### config.mk
export PLATFORM = sky130hd
export DESIGN_NAME = mem_access_sequencer_flat
export DESIGN_NICKNAME = d
export VERILOG_FILES = /design/src/rtl/mem_access_sequencer_if.sv /design/src/rtl/mem_access_sequencer.sv /design/src/flat_wrapper.sv
export SDC_FILE = /design/constraint.sdc
export NUM_CORES = 1
export LEC_CHECK = 0
export ABC_AREA = 1
export CORE_MARGIN = 2
export CORE_UTILIZATION = 41
export CTS_CLUSTER_SIZE = 24
export DETAILED_ROUTE_END_ITERATION = 8
export GPL_TIMING_DRIVEN = 0
export MAX_ROUTING_LAYER = met4
export PLACE_DENSITY = 0.71
export SLEW_MARGIN = 0
export SYNTH_ARGS = -nofsm -noshare
export SYNTH_HDL_FRONTEND = slang
export SYNTH_SLANG_ARGS = --single-unit
### constraint.sdc
create_clock -name clk -period 1.1 [get_ports clk]
set_clock_uncertainty 0.05 [all_clocks]
set_input_delay 0.22 -clock clk [delete_from_list [all_inputs] [get_ports clk]]
set_output_delay 0.22 -clock clk [all_outputs]
set_load 0.02 [all_outputs]
### src/rtl/mem_access_sequencer_if.sv
// Request/strobe bundle between the main control FSM (master) and the
// shared-memory-port sequencer (slave).
interface mem_access_sequencer_if;
  logic       fetch_req;
  logic       data_req;
  logic       data_we;
  logic       exc_req;
  logic [1:0] exc_code;
  logic [2:0] addressControl;
  logic       mem_wr;
  logic       ir_write;
  logic       mdr_write;
  logic       epc_write;
  logic       busy;
  logic       done;

  modport master (
    output fetch_req, data_req, data_we, exc_req, exc_code,
    input  addressControl, mem_wr, ir_write, mdr_write, epc_write, busy, done
  );

  modport slave (
    input  fetch_req, data_req, data_we, exc_req, exc_code,
    output addressControl, mem_wr, ir_write, mdr_write, epc_write, busy, done
  );
endinterface

### src/rtl/mem_access_sequencer.sv
// Multicycle sequencer for the shared memory port: arbitrates fetch, load/store
// and exception-vector reads and steps each through ACCESS, WAIT and CAPTURE.
module mem_access_sequencer #(
  parameter int unsigned MEM_WAIT = 32'd1
) (
  input logic                   clk,
  input logic                   reset,
  mem_access_sequencer_if.slave bus
);

  typedef enum logic [1:0] {
    S_IDLE    = 2'd0,
    S_ACCESS  = 2'd1,
    S_WAIT    = 2'd2,
    S_CAPTURE = 2'd3
  } state_e;

  typedef enum logic [1:0] {
    K_FETCH = 2'd0,
    K_LOAD  = 2'd1,
    K_STORE = 2'd2,
    K_EXC   = 2'd3
  } kind_e;

  localparam logic [2:0] WAIT_INIT = MEM_WAIT[2:0];

  state_e     state_q;
  kind_e      kind_q;
  logic [2:0] cnt_q;
  logic [2:0] addr_q;
  logic       mem_wr_q;
  logic       ir_write_q;
  logic       mdr_write_q;
  logic       epc_write_q;
  logic       busy_q;
  logic       done_q;

  logic       cap_ir_s;
  logic       cap_mdr_s;

  // Reserved code 3 shares the invalid-opcode vector.
  function automatic logic [2:0] exc_sel(input logic [1:0] code);
    logic [2:0] sel;
    case (code)
      2'd1:    sel = 3'b010;
      2'd2:    sel = 3'b011;
      default: sel = 3'b001;
    endcase
    return sel;
  endfunction

  assign cap_ir_s  = (kind_q == K_FETCH);
  assign cap_mdr_s = (kind_q == K_LOAD) || (kind_q == K_EXC);

  // Control FSM; every output is a register loaded on entry to the state it belongs to.
  always_ff @(posedge clk) begin
    if (reset) begin
      state_q     <= S_IDLE;
      kind_q      <= K_FETCH;
      cnt_q       <= 3'd0;
      addr_q      <= 3'b000;
      mem_wr_q    <= 1'b0;
      ir_write_q  <= 1'b0;
      mdr_write_q <= 1'b0;
      epc_write_q <= 1'b0;
      busy_q      <= 1'b0;
      done_q      <= 1'b0;
    end else begin
      mem_wr_q    <= 1'b0;
      ir_write_q  <= 1'b0;
      mdr_write_q <= 1'b0;
      epc_write_q <= 1'b0;
      done_q      <= 1'b0;
      case (state_q)
        S_IDLE: begin
          if (bus.exc_req) begin
            state_q     <= S_ACCESS;
            kind_q      <= K_EXC;
            addr_q      <= exc_sel(bus.exc_code);
            epc_write_q <= 1'b1;
            busy_q      <= 1'b1;
          end else if (bus.data_req) begin
            state_q  <= S_ACCESS;
            kind_q   <= bus.data_we ? K_STORE : K_LOAD;
            addr_q   <= 3'b100;
            mem_wr_q <= bus.data_we;
            busy_q   <= 1'b1;
          end else if (bus.fetch_req) begin
            state_q <= S_ACCESS;
            kind_q  <= K_FETCH;
            addr_q  <= 3'b000;
            busy_q  <= 1'b1;
          end else begin
            state_q <= S_IDLE;
            addr_q  <= 3'b000;
            busy_q  <= 1'b0;
          end
        end
        S_ACCESS: begin
          cnt_q <= WAIT_INIT;
          if (WAIT_INIT != 3'd0) begin
            state_q <= S_WAIT;
          end else begin
            state_q     <= S_CAPTURE;
            ir_write_q  <= cap_ir_s;
            mdr_write_q <= cap_mdr_s;
            done_q      <= 1'b1;
          end
        end
        S_WAIT: begin
          cnt_q <= cnt_q - 3'd1;
          if (cnt_q == 3'd1) begin
            state_q     <= S_CAPTURE;
            ir_write_q  <= cap_ir_s;
            mdr_write_q <= cap_mdr_s;
            done_q      <= 1'b1;
          end else begin
            state_q <= S_WAIT;
          end
        end
        S_CAPTURE: begin
          state_q <= S_IDLE;
          addr_q  <= 3'b000;
          busy_q  <= 1'b0;
        end
        default: begin
          state_q <= S_IDLE;
          addr_q  <= 3'b000;
          busy_q  <= 1'b0;
          cnt_q   <= 3'd0;
        end
      endcase
    end
  end

  assign bus.addressControl = addr_q;
  assign bus.mem_wr         = mem_wr_q;
  assign bus.ir_write       = ir_write_q;
  assign bus.mdr_write      = mdr_write_q;
  assign bus.epc_write      = epc_write_q;
  assign bus.busy           = busy_q;
  assign bus.done           = done_q;

endmodule

### src/flat_wrapper.sv
// flat-port wrapper written by rule: the top's interface ports become plain ports
module mem_access_sequencer_flat 
#(
  parameter int unsigned MEM_WAIT = 32'd1
)
  (clk, reset, bus_fetch_req, bus_data_req, bus_data_we, bus_exc_req, bus_exc_code, bus_addressControl, bus_mem_wr, bus_ir_write, bus_mdr_write, bus_epc_write, bus_busy, bus_done);
  mem_access_sequencer_if bus_i ();
  input logic clk;
  input logic reset;
  input wire logic [$bits(bus_i.fetch_req)-1:0] bus_fetch_req;
  input wire logic [$bits(bus_i.data_req)-1:0] bus_data_req;
  input wire logic [$bits(bus_i.data_we)-1:0] bus_data_we;
  input wire logic [$bits(bus_i.exc_req)-1:0] bus_exc_req;
  input wire logic [$bits(bus_i.exc_code)-1:0] bus_exc_code;
  output wire logic [$bits(bus_i.addressControl)-1:0] bus_addressControl;
  output wire logic [$bits(bus_i.mem_wr)-1:0] bus_mem_wr;
  output wire logic [$bits(bus_i.ir_write)-1:0] bus_ir_write;
  output wire logic [$bits(bus_i.mdr_write)-1:0] bus_mdr_write;
  output wire logic [$bits(bus_i.epc_write)-1:0] bus_epc_write;
  output wire logic [$bits(bus_i.busy)-1:0] bus_busy;
  output wire logic [$bits(bus_i.done)-1:0] bus_done;
  assign bus_i.fetch_req = bus_fetch_req;
  assign bus_i.data_req = bus_data_req;
  assign bus_i.data_we = bus_data_we;
  assign bus_i.exc_req = bus_exc_req;
  assign bus_i.exc_code = bus_exc_code;
  assign bus_addressControl = bus_i.addressControl;
  assign bus_mem_wr = bus_i.mem_wr;
  assign bus_ir_write = bus_i.ir_write;
  assign bus_mdr_write = bus_i.mdr_write;
  assign bus_epc_write = bus_i.epc_write;
  assign bus_busy = bus_i.busy;
  assign bus_done = bus_i.done;
  mem_access_sequencer #(.MEM_WAIT(MEM_WAIT)) u_core (.clk(clk), .reset(reset), .bus(bus_i));
endmodule
### Word-level counts from Yosys, hierarchy flattened

Index checks and enable logic that the tools add are counted.

| cells by class | value |
|---|---|
| muxes and demuxes | 20 |
| equality and inequality tests | 8 |
| div/mod/pow operators | 0 |
| bitwise gates (word level) | 4 |
| $mul | 0 |
| add/sub/neg operators | 1 |
| shifts and indexed selects | 0 |
| reductions and logical operators | 11 |
| magnitude comparators | 0 |

Operator list:

| kind | number |
|---|---|
| 2-bit two-way mux | 6 |
| 3-bit one-hot mux with 2 select lines | 2 |
| 2-bit == test, second input constant | 4 |
| 2-bit one-hot mux with 4 select lines | 1 |
| 1-bit two-way mux | 7 |
| 2-bit by 1-bit == test with 1-bit output, second input constant | 3 |
| 3-bit two-way mux | 2 |
| 2-bit zero test | 2 |
| 1-bit NOT | 4 |
| 2-bit one-hot mux with 2 select lines | 1 |
| 2-bit nonzero test | 2 |
| 2-bit OR reduction | 2 |
| 4-bit OR reduction | 1 |
| 3-bit by 1-bit == test with 1-bit output, second input constant | 1 |
| 3-bit nonzero test | 1 |
| 3-bit OR reduction | 1 |
| 3-bit by 1-bit subtractor with 3-bit output, second input constant | 1 |
| 1-bit one-hot mux with 2 select lines | 1 |
| 2-bit AND reduction | 1 |
| 1-bit logical OR | 1 |

| storage, ports and cells | value |
|---|---|
| memories | 0 |
| input port bits | 8 |
| register bits | 16 |
| bits in latches | 0 |
| output and inout port bits | 9 |
| memory bits (writable) | 0 |
| memory bits (read-only) | 0 |

### Logic depth before layout (Yosys ltp)

| depth | value |
|---|---|
| depth in word-level cells | 4 |
| gate-level depth with buffers | 6 |
| depth with buffers taken out | 6 |

### Least setup slack after synthesis

No wires, ideal clock.

| path | value |
|---|---|
| path kind | register -> register |
| start point | register u_core.state_q[0] |
| end point | register u_core.addr_q[0] (netlist: u_core.bus.addressControl[0]) |
| arrival time | 1092 ps |
| period minus slack after synthesis | 1216 ps |
| slack | -116 ps |
| cell stages (with the launch flop) | 6 |
| path through | dfxtp_1 inv_1 ha_1 nor2_2 nand3b_1 o21ai_0 |

| between the ends | value |
|---|---|
| longest elaborated chain between the ends | 2 |
| elaborated cells on any way between the ends | 4 |
| those cells by class | eq/ne: 1; mux: 1; reduce/logical: 2 |

RTL lines:

| element | line | text |
|---|---|---|
| from (decl) | mem_access_sequencer.sv:27 | `state_e state_q;` |
| from (signal assigned) | mem_access_sequencer.sv:58 | `state_q <= S_IDLE;` |
| from (signal assigned) | mem_access_sequencer.sv:77 | `state_q <= S_ACCESS;` |
| from (signal assigned) | mem_access_sequencer.sv:83 | `state_q <= S_ACCESS;` |
| 2-bit == test / 2-bit zero test (equally long branches) | mem_access_sequencer.sv:74 | `case (state_q)` |
| 3-bit one-hot mux with 2 select lines / 2-bit nonzero test (equally long branches) | n/a |  |
| to (signal assigned) | mem_access_sequencer.sv:79 | `addr_q <= exc_sel(bus.exc_code);` |
| to (decl) | mem_access_sequencer.sv:30 | `logic [2:0] addr_q;` |

Several ways; a longest one is shown, not always the timed one.
A chain may end at the register's enable or synchronous reset.

### Worst setup path after layout

| path | value |
|---|---|
| start point | register u_core.state_q[1] |
| end point | register u_core.addr_q[0] (netlist: u_core.bus.addressControl[0]) |

Same word-level chain as after synthesis.

==> flow_summary.html <==
<table>
<tr><th>Metric</th><th>Value</th></tr>
<tr><th colspan="2">Status</th></tr>
<tr><td>Status</td><td>finished, violations left</td></tr>
<tr><td>Failing checks</td><td>setup timing</td></tr>
<tr><th colspan="2">Worst hold path</th></tr>
<tr><td>Hold Path Stages</td><td>3</td></tr>
<tr><td>Worst Hold Endpoint</td><td>u_core.bus.addressControl[2]$_SDFFE_PP0P_</td></tr>
<tr><td>Start point of the worst hold path</td><td>bus_data_req</td></tr>
<tr><td>Min-delay worst type</td><td>input port to register</td></tr>
<tr><th colspan="2">Synth</th></tr>
<tr><td>Most common cell in the synthesized netlist</td><td>sky130_fd_sc_hd__nand2_1</td></tr>
<tr><td>Sequential-to-total area share from yosys stat</td><td>0.462</td></tr>
<tr><td>Synth async-reset ratio</td><td>0</td></tr>
<tr><td>Proportion of netlist area held by the largest area contributor</td><td>0.462</td></tr>
<tr><td>Count of state elements after synthesis</td><td>16</td></tr>
<tr><td>Cell type with the largest total area after synthesis</td><td>sky130_fd_sc_hd__dfxtp_1</td></tr>
<tr><td>Post-synthesis cell type count</td><td>14</td></tr>
<tr><td>Synthesized netlist cell count</td><td>88</td></tr>
<tr><td>Syn_area_per_cell</td><td>7.88 µm²</td></tr>
<tr><td>Commonest cells in the netlist</td><td>17 x sky130_fd_sc_hd__nand2_1, 16 x sky130_fd_sc_hd__dfxtp_1, 11 x sky130_fd_sc_hd__inv_1</td></tr>
<tr><td>YS warnings</td><td>0</td></tr>
<tr><td>Number of enable flip-flop cells after synthesis</td><td>0</td></tr>
<tr><td>Nets in the synthesized netlist</td><td>103</td></tr>
<tr><td>Cell types with the largest area share after synthesis</td><td>sky130_fd_sc_hd__dfxtp_1 46%, sky130_fd_sc_hd__ha_1 13%, sky130_fd_sc_hd__nand2_1 9.2%</td></tr>
<tr><td>Post-synthesis instance area</td><td>693 µm²</td></tr>
<tr><td>Dominant synthesized flop cell</td><td>sky130_fd_sc_hd__dfxtp_1</td></tr>
<tr><th colspan="2">Global routing</th></tr>
<tr><td>Total congestion overflow after global routing</td><td>0</td></tr>
<tr><td>Global-route wire length before repair</td><td>2270 µm</td></tr>
<tr><td>Global routing usage summed across all routing layers</td><td>0.161</td></tr>
<tr><td>Antenna violations before repair</td><td>0</td></tr>
<tr><td>Via count of the first global-routing pass</td><td>555</td></tr>
<tr><td>Pin count of the biggest net entering global routing</td><td>10</td></tr>
<tr><th colspan="2">STA</th></tr>
<tr><td>Slew at the pin closest to its max-slew limit</td><td>0.317 ns</td></tr>
<tr><td>Finish-stage setup viols</td><td>8</td></tr>
<tr><td>Shortest clock period the worst path allows after layout</td><td>1.15 ns</td></tr>
<tr><td>Number of slew-limit violations in the final report</td><td>0</td></tr>
<tr><td>Final critical-path share of the clock period</td><td>1.04</td></tr>
<tr><td>Final Hold Vio Count</td><td>0</td></tr>
<tr><td>Timing-limited maximum frequency</td><td>873 MHz</td></tr>
<tr><td>Setup repair after global routing missed its margin</td><td>yes</td></tr>
<tr><td>Worst-case headroom to the max-slew limit</td><td>0.789</td></tr>
<tr><td>Minimum setup slack in the final design</td><td>-0.0461 ns</td></tr>
<tr><td>Setup TNS</td><td>-0.177 ns</td></tr>
<tr><th colspan="2">Place</th></tr>
<tr><td>DP Cell Count</td><td>120</td></tr>
<tr><td>Routability cong.</td><td>0.772</td></tr>
<tr><td>Area post-placement</td><td>892 µm²</td></tr>
<tr><td>Half-perimeter wire length of the detailed placement result</td><td>991 µm</td></tr>
<tr><td>Setup slack at placement</td><td>-0.333 ns</td></tr>
<tr><td>Number of buffers inserted by port buffering</td><td>16</td></tr>
<tr><th colspan="2">Drt</th></tr>
<tr><td>Number of detailed-routing iterations run before antenna repair</td><td>4</td></tr>
<tr><td>Number of design-rule violations left by the first detailed-router iteration</td><td>7</td></tr>
<tr><td>Number of remaining DRC errors</td><td>0</td></tr>
<tr><td>Routed wire length</td><td>1290 µm</td></tr>
<tr><td>Via density</td><td>4.78</td></tr>
<tr><td>Post-detailed-route count of antenna-violating nets</td><td>0</td></tr>
<tr><td>Total number of vias</td><td>597</td></tr>
<tr><td>Wire per inst</td><td>10.3 µm</td></tr>
<tr><th colspan="2">Setup path</th></tr>
<tr><td>End of the worst register-to-register path</td><td>u_core.bus.addressControl[0]$_SDFFE_PP0P_</td></tr>
<tr><td>CP startpoint kind</td><td>register</td></tr>
<tr><td>Delay of the slowest critical-path stage</td><td>0.36 ns</td></tr>
<tr><td>Series of cell instances along the critical path</td><td>inv_2 &gt; ha_4 &gt; nor2_4 &gt; nand3b_1 &gt; o21ai_1</td></tr>
<tr><td>Worst R2R Setup Slack</td><td>-0.05 ns</td></tr>
<tr><td>Worst setup path category</td><td>register to register</td></tr>
<tr><td>Launch instance of the worst register-to-register path</td><td>u_core.state_q[1]$_SDFF_PP0_</td></tr>
<tr><td>Highest fanout seen on the critical path</td><td>7</td></tr>
<tr><td>CP endpoint kind</td><td>register</td></tr>
<tr><td>Required time of the worst setup path</td><td>1.27 ns</td></tr>
<tr><td>R2r worst-path depth</td><td>5</td></tr>
<tr><td>Cell with the biggest individual delay on the critical path</td><td>sky130_fd_sc_hd__dfxtp_2</td></tr>
<tr><td>Critical path arrival</td><td>1.31 ns</td></tr>
<tr><th colspan="2">Pwr</th></tr>
<tr><td>Leakage power of the design</td><td>0.456 nW</td></tr>
<tr><td>Design Power</td><td>1.85 mW</td></tr>
<tr><td>Maximum vdd drop</td><td>1.26 mV</td></tr>
<tr><td>Power density over the cells</td><td>1990 nW/µm²</td></tr>
<tr><th colspan="2">Floorplanning</th></tr>
<tr><td>Floorplan core area</td><td>1540 µm²</td></tr>
<tr><td>Initial standard-cell utilization of the core</td><td>0.450</td></tr>
<tr><td>Chip width</td><td>45.1 µm</td></tr>
<tr><td>Boundary Pins</td><td>17</td></tr>
<tr><td>Number of core rows</td><td>14</td></tr>
<tr><td>Die Outline Area</td><td>2040 µm²</td></tr>
<tr><td>Vertical extent of the die</td><td>45.1 µm</td></tr>
<tr><th colspan="2">Clocking</th></tr>
<tr><td>Master cell of the clock root buffer</td><td>sky130_fd_sc_hd__clkbuf_4</td></tr>
<tr><td>CTS Hold Buffers Added</td><td>0</td></tr>
<tr><td>Clk Latency, worst-skew pair</td><td>0.28 ns</td></tr>
<tr><td>Number of clock buffers inserted by TritonCTS</td><td>3</td></tr>
<tr><td>CTS H-Tree Depth</td><td>1</td></tr>
<tr><td>Clock tree from TritonCTS</td><td>done</td></tr>
<tr><td>Clock slew at the register clock pins of the worst setup and hold paths</td><td>0.09 ns</td></tr>
<tr><td>Number of sinks driven by the clock tree</td><td>16</td></tr>
<tr><td>Clock buffer depth</td><td>2</td></tr>
<tr><th colspan="2">Cells and area</th></tr>
<tr><td>Final non-filler cell total</td><td>125</td></tr>
<tr><td>Fraction of layout instances using a drive strength above 1</td><td>0.312</td></tr>
<tr><td>Nets</td><td>125</td></tr>
<tr><td>Number of antenna cells inserted</td><td>0</td></tr>
<tr><td>Layout area overhead</td><td>33.8%</td></tr>
<tr><td>Filler instances</td><td>150</td></tr>
<tr><td>Summed area of non-filler cells in the final layout</td><td>927 µm²</td></tr>
<tr><th colspan="2">Job</th></tr>
<tr><td>Max-capacitance violation count</td><td>0</td></tr>
</table>
state kept, by name (all words and copies together) (netlist names):
register	flops
u_core.bus.epc_write	1
u_core.bus.busy	1
u_core.bus.addressControl	3
u_core.bus.done	1
u_core.bus.ir_write	1
u_core.bus.mdr_write	1
u_core.cnt_q	3
u_core.kind_q	2
u_core.state_q	2
u_core.bus.mem_wr	1
metal layers:
layer | global-route usage | wire length (µm) | vias to the layer above
li1 | - | - | 316
met4 | 0.0529 | 10 | 0
met2 | 0.249 | 625 | 9
met3 | 0.0600 | 57 | 2
met1 | 0.194 | 595 | 270
met5 | - | 0 | -
worst max-delay path: cells and delay by family (launching register included):
family	cells	cell delay [ns]
buf+inv	1	0.06
simple gates	2	0.23
flops	1	0.36
fa+ha+maj	1	0.27
compound gates	1	0.12
through the flow:
step	utilization	hold slack (ns)
global placement	0.579	0.355
global route	0.601	0.237
floorplan	-	0.242
CTS	0.589	0.388
finish	0.601	0.245
detailed placement	0.579	0.375
power breakdown:
| group | switching [mW] | internal, mW |
|---|---|---|
| Clock | 0.172 | 0.201 |
| Sequential | 0.0725 | 0.698 |
| Combinational | 0.410 | 0.294 |
| Total | 0.655 | 1.19 |
layout by cell type, fill, tap and decap left out, types with 3 or more instances in the layout:
master | netlist | final
sky130_fd_sc_hd__nand2_1 | 17 | 16
sky130_fd_sc_hd__dfxtp_1 | 16 | 14
sky130_fd_sc_hd__nor2_1 | 10 | 9
sky130_fd_sc_hd__inv_1 | 11 | 8
sky130_fd_sc_hd__buf_2 | 0 | 7
sky130_fd_sc_hd__inv_2 | 3 | 5
sky130_fd_sc_hd__ha_1 | 7 | 5
sky130_fd_sc_hd__clkdlybuf4s50_1 | 0 | 5
sky130_fd_sc_hd__o21ai_1 | 0 | 4
sky130_fd_sc_hd__nand2_2 | 2 | 3
sky130_fd_sc_hd__nand3_1 | 5 | 3
sky130_fd_sc_hd__clkbuf_4 | 0 | 3
sky130_fd_sc_hd__buf_4 | 0 | 3
worst max-delay path by stage:
stage,from,endpoint,cells past startpoint
floorplan,u_core.state_q[0]$_SDFF_PP0_,u_core.cnt_q[2]$_SDFFE_PP0P_,5
CTS,u_core.state_q[0]$_SDFF_PP0_,u_core.bus.ir_write$_SDFF_PP0_,6
global placement,reset,u_core.bus.addressControl[0]$_SDFFE_PP0P_,6
finish,u_core.state_q[1]$_SDFF_PP0_,u_core.bus.addressControl[0]$_SDFFE_PP0P_,5
global route,u_core.state_q[1]$_SDFF_PP0_,u_core.bus.addressControl[0]$_SDFFE_PP0P_,5
detailed placement,reset,u_core.bus.addressControl[1]$_SDFFE_PP0P_,6
logic make-up (layout without fill, tap and decap cells):
group | count (synthesis) | after routing | synth area share
adder cells (fa/ha/maj) | 7 | 7 | 0.126
AND/OR/NAND/NOR | 41 | 41 | 0.262
AO/OA/AOI/OAI | 10 | 10 | 0.0740
flip-flops | 16 | 16 | 0.462
buffers and inverters | 14 | 35 | 0.0758
final cells by class:
class                      count  area (µm²)  share of cell area
multi-input combinational     58         364               0.393
sequential                    16         323               0.348
timing repair buffer          17         129               0.139
inverter                      14        55.1              0.0594
clock buffer                   4        36.3              0.0391
tap                           16        20.0              0.0216
timing repair:
| action | in CTS | in global routing |
|---|---|---|
| pin swaps | 6 | 0 |
| endpoints found under the setup margin | 20 | 14 |
| buffers inserted | 1 | 0 |
| gates resized for setup | 48 | 6 |
No activity file was read; power rests on OpenSTA's default activity.
